$ cat src/rtl/universal_shift_reg.sv
// Universal shift register: hold, shift left/right, rotate left/right,
// parallel load and synchronous clear, with a shift-event counter that
// either saturates at WIDTH or wraps to zero, and a one-cycle wordDone
// pulse marking the completion of a full word of shift events.
//
// Interface handshake: there is no valid/ready pair. The only qualifier
// is enable, sampled on every rising clk edge; with enable low, every
// piece of state holds and wordDone reads 0 in the following cycle.
module universal_shift_reg #(
  parameter int WIDTH        = 8,
  parameter int AUTO_RESTART = 0,
  localparam int CNT_W       = $clog2(WIDTH + 1)
) (
  input  logic             clk,
  input  logic             clrN,
  input  logic             enable,
  input  logic [2:0]       mode,
  input  logic             serialInLsb,
  input  logic             serialInMsb,
  input  logic [WIDTH-1:0] parallelInput,
  output logic [WIDTH-1:0] parallelOutput,
  output logic             serialOutMsb,
  output logic             serialOutLsb,
  output logic [CNT_W-1:0] shiftCount,
  output logic             wordDone
);

  // Operation encoding carried on the mode input.
  typedef enum logic [2:0] {
    MODE_HOLD = 3'b000,
    MODE_SHL  = 3'b001,
    MODE_SHR  = 3'b010,
    MODE_ROL  = 3'b011,
    MODE_ROR  = 3'b100,
    MODE_LOAD = 3'b101,
    MODE_CLR  = 3'b110,
    MODE_RSVD = 3'b111
  } mode_e;

  // Counter landmarks: the last count before a word completes, and the
  // saturation value used when the counter does not wrap.
  localparam logic [CNT_W-1:0] CNT_LAST = CNT_W'(WIDTH - 1);
  localparam logic [CNT_W-1:0] CNT_FULL = CNT_W'(WIDTH);
  localparam logic [CNT_W-1:0] CNT_ONE  = CNT_W'(1);

  logic [WIDTH-1:0] q_q, q_d;
  logic [CNT_W-1:0] cnt_q, cnt_d;
  logic             done_q, done_d;
  logic             shift_evt;
  mode_e            mode_sel;

  assign mode_sel = mode_e'(mode);

  // Data-path next state: pick the operation and flag shift/rotate events.
  always_comb begin
    q_d       = q_q;
    shift_evt = 1'b0;
    if (enable) begin
      case (mode_sel)
        MODE_SHL: begin
          q_d       = {q_q[WIDTH-2:0], serialInLsb};
          shift_evt = 1'b1;
        end
        MODE_SHR: begin
          q_d       = {serialInMsb, q_q[WIDTH-1:1]};
          shift_evt = 1'b1;
        end
        MODE_ROL: begin
          q_d       = {q_q[WIDTH-2:0], q_q[WIDTH-1]};
          shift_evt = 1'b1;
        end
        MODE_ROR: begin
          q_d       = {q_q[0], q_q[WIDTH-1:1]};
          shift_evt = 1'b1;
        end
        MODE_LOAD: q_d = parallelInput;
        MODE_CLR:  q_d = '0;
        MODE_HOLD: q_d = q_q;
        MODE_RSVD: q_d = q_q;
        default:   q_d = q_q;
      endcase
    end
  end

  // Counter and word-complete next state. Load/clear restart the word and
  // never pulse; a shift from the last count completes the word.
  always_comb begin
    cnt_d  = cnt_q;
    done_d = 1'b0;
    if (enable && (mode_sel == MODE_LOAD || mode_sel == MODE_CLR)) begin
      cnt_d = '0;
    end else if (shift_evt) begin
      if (cnt_q == CNT_LAST) begin
        done_d = 1'b1;
        cnt_d  = (AUTO_RESTART != 0) ? '0 : CNT_FULL;
      end else if (cnt_q != CNT_FULL) begin
        cnt_d = cnt_q + CNT_ONE;
      end
    end
  end

  // State registers; clrN clears everything immediately, abandoning any word.
  always_ff @(posedge clk or negedge clrN) begin
    if (!clrN) begin
      q_q    <= '0;
      cnt_q  <= '0;
      done_q <= 1'b0;
    end else begin
      q_q    <= q_d;
      cnt_q  <= cnt_d;
      done_q <= done_d;
    end
  end

  // Every output is taken straight from a register, never from an input.
  assign parallelOutput = q_q;
  assign serialOutMsb   = q_q[WIDTH-1];
  assign serialOutLsb   = q_q[0];
  assign shiftCount     = cnt_q;
  assign wordDone       = done_q;

endmodule

$ cat config.mk
export PLATFORM = sky130hd
export DESIGN_NAME = universal_shift_reg
export DESIGN_NICKNAME = d
export VERILOG_FILES = /design/src/rtl/universal_shift_reg.sv
export SDC_FILE = /design/constraint.sdc
export NUM_CORES = 1
export LEC_CHECK = 0
export ABC_AREA = 1
export CORE_ASPECT_RATIO = 0.8
export CORE_MARGIN = 3
export CORE_UTILIZATION = 45
export DETAILED_ROUTE_END_ITERATION = 6
export PLACE_DENSITY = 0.78
export RECOVER_POWER = 25
export SETUP_SLACK_MARGIN = 0.2
export SYNTH_ARGS = -nofsm -noshare
export SYNTH_HDL_FRONTEND = slang
export SYNTH_SLANG_ARGS = --single-unit
$ cat constraint.sdc
create_clock -name clk -period 1.9 [get_ports clk]
set_input_delay 0.475 -clock clk [delete_from_list [all_inputs] [get_ports clk]]
set_output_delay 0.475 -clock clk [all_outputs]
set_load 0.02 [all_outputs]
==> impl_metrics.py <==
metrics = {
    "outcome": {
        "status": "finished, final reports clean",
    },
    "global_routing": {
        "antenna_found_initial": 0,
        "grt_pass1_vias": 938,
        "grt_max_degree": 14,
        "grt_usage_pct": 20.0,
        "grt_pass1_wl_um": 4120,
        "grt_overflow_total": 0,
    },
    "clocking": {
        "cts_tree": "built",
        "clk_pin_slew_ns": 0.09,
        "clockRootBuffer": "clkbuf_4",
        "clock_path_buffers": 2,
        "cts_max_level": 1,
        "worstSkewPairLatency_ns": 0.28,
        "cts_sinks": 13,
        "hold_buffers": 0,
        "numCtsBuffers": 3,
    },
    "setup_path": {
        "critPathMaxStageDelay_ns": 0.49,
        "rr_startpoint": "shiftCount[0]",
        "ff2ff_setup_slack_ns": 0.55,
        "worstSetupPathType": "reg2out",
        "crit_start": "shiftCount[2]",
        "slowest_stage": "dfrtp_1",
        "crit_required_ns": 1.42,
        "path_depth": 1,
        "r2r-end": "shiftCount[1]",
        "worstPathCellList": "dlygate4sd2_1",
        "worst-path-max-fanout": 8,
        "endpoint_kind": "primary output",
        "worst_ep_arrival_time_ns": 1.14,
        "reg2regPathDepth": 8,
        "start_kind": "register",
        "critical_path_buf_inv_count": 1,
        "critPathTopFamily": "flip-flops",
    },
    "die": {
        "start_util_pct": 49.2,
        "ios": 31,
        "dieHeight_um": 47.2,
        "core.rowCount": 14,
        "die_x_um": 57.5,
        "die_area_sq_um": 2720,
        "core-area_sq_um": 1940,
    },
    "power": {
        "irDropWorstVdd_uv": 586,
        "p_per_area_nw_per_um2": 861,
        "leakagePower_nw": 0.826,
    },
    "yosys": {
        "synth_cells": 155,
        "yosys_warnings": 0,
        "syn_avg_cell_area_sq_um": 6.17,
        "yosysUniqueCellTypes": 19,
        "ys_seq_area_share_pct": 34.0,
        "synth_nets": 173,
        "ys_ff_latch": 13,
        "netlist_area_sq_um": 956,
    },
    "placement": {
        "placed_cells": 210,
        "globalplace.congestion": 0.861,
        "place.port_buffers": 30,
        "post-dp-hpwl_um": 1900,
        "place_ws_ns": -0.0791,
    },
    "detailed_routing": {
        "wl_per_cell_um": 11.6,
        "drc": 0,
        "wl_um": 2520,
        "viasPerCell": 4.88,
        "ant_nets": 0,
        "drtPass1Iterations": 4,
        "via_count": 1053,
        "first_iter_violations": 41,
    },
    "timing": {
        "setup_violations": 0,
        "finalSetupTns_ns": 0,
        "worst_pin_slew_ns": 0.719,
        "fin_crit_ns": 1.62,
        "hold_viol": 0,
        "post-route-period-util_pct": 85.2,
        "max_freq_ghz": 0.618,
        "rsz0062_at_grt": "false",
        "worst_slew_margin_rel_pct": 52.0,
        "layout_setup_ws_ns": 0.281,
        "hold_ws_ns": 0.499,
        "maxSlewViolCount": 0,
        "clock_skew_ns": 0.00540,
    },
    "min_path": {
        "hold_class": "reg2reg",
        "min_path_cells": 1,
        "min_from": "shiftCount[3]",
        "holdPathEnd": "wordDone",
    },
    "cells_and_area": {
        "syn2layout_area_growth_pct": 38.6,
        "num-nets-final": 211,
        "final_cells": 216,
        "drive_gt1_share_pct": 8.33,
        "antenna_cells": 0,
        "final_util_pct": 68.1,
    },
    "run": {
        "maxCapViolCount": 0,
    },
}
worst max path at each step:
| stage | to |
|---|---|
| finish | shiftCount[2] |
| global route | shiftCount[2] |
| CTS | wordDone |
| detailed placement | shiftCount[1] |
| global placement | shiftCount[0] |
| floorplan | parallelOutput[1] |
cells in the final DEF (no fill, tap or decap), drive strengths merged:
cell           Yosys  layout
nand2             69      69
inv               24      24
nor2              21      21
dlygate4sd2        0      14
dfrtp             13      13
clkdlybuf4s50      0      12
nand4              9       9
buf                5       8
nand3              7       7
clkbuf             1       4
dlymetal6s2s       0       3
ha                 2       2
nor4               1       1
a31oi              1       1
o21ai              1       1
xor2               1       1
clkinv             0       1
dlygate4sd3        0       1
sequential cells by signal, indices dropped and copies added, names as in the netlist:
name            count
shiftCount          4
parallelOutput      8
wordDone            1
final cells by class:
class	instances	area (sq um)
Fill cell	182	619
Multi-Input combinational cell	112	498
Timing Repair Buffer	39	354
Sequential cell	13	325
Inverter	24	90.1
Tap cell	24	30.0
Clock buffer	3	22.5
Clock inverter	1	5.00
cells in the mapped netlist:
| master | instances | area share [%] |
|---|---|---|
| nor2_1 | 20 | 7.9 |
| nand2_1 | 68 | 27 |
| nor2_2 | 1 | 0.65 |
| o21ai_1 | 1 | 0.52 |
| buf_6 | 1 | 1.2 |
| nand3_1 | 6 | 3.1 |
| xor2_1 | 1 | 0.92 |
| dfrtp_1 | 13 | 34 |
| nand3_4 | 1 | 1.8 |
| nand2_2 | 1 | 0.65 |
| clkbuf_1 | 1 | 0.39 |
| ha_1 | 2 | 2.6 |
| nand4_1 | 9 | 5.9 |
| nor4_1 | 1 | 0.65 |
| a31oi_1 | 1 | 0.65 |
| inv_2 | 1 | 0.39 |
| buf_2 | 1 | 0.52 |
| inv_1 | 23 | 9.0 |
| buf_4 | 3 | 2.4 |
kinds of logic after synthesis:
kind of cell | share of synthesized area, %
DFF | 34.0
AOI/OAI and AO/OA | 1.18
xor gates and xnor gates | 0.916
buffers and inverters | 13.9
and+or+nand+nor | 47.4
adders and majority gates | 2.62
per-layer routing:
metal | global-route usage, % | up-vias | wire length, um
li1 | - | 544 | -
met5 | 0 | - | 0
met4 | 3.70 | 0 | 0
met3 | 7.69 | 0 | 191
met2 | 33.6 | 35 | 1210
met1 | 25.0 | 474 | 1120
per-stage QoR:
stage	power [W]	instance area (sq um)
final	0.00114	1330
after global routing	0.00124	1330
after CTS	0.00115	1310
after detailed placement	0.00102	1300
after global placement	0.00100	1300
after floorplan	0.000766	956
report_power, final:
part,total (W),internal [W],switching (W)
Combinational,0.000513,0.000211,0.000302
Sequential,0.000448,0.000345,0.000104
Clock,0.000179,0.0000782,0.000101
Total,0.00114,0.000634,0.000507
repair_timing:
action,CTS,global route
setup endpoints to repair,14,7
setup buffers,0,2
gates cloned,0,0
resized for setup,14,3
(Power assumes the default switching activity.)
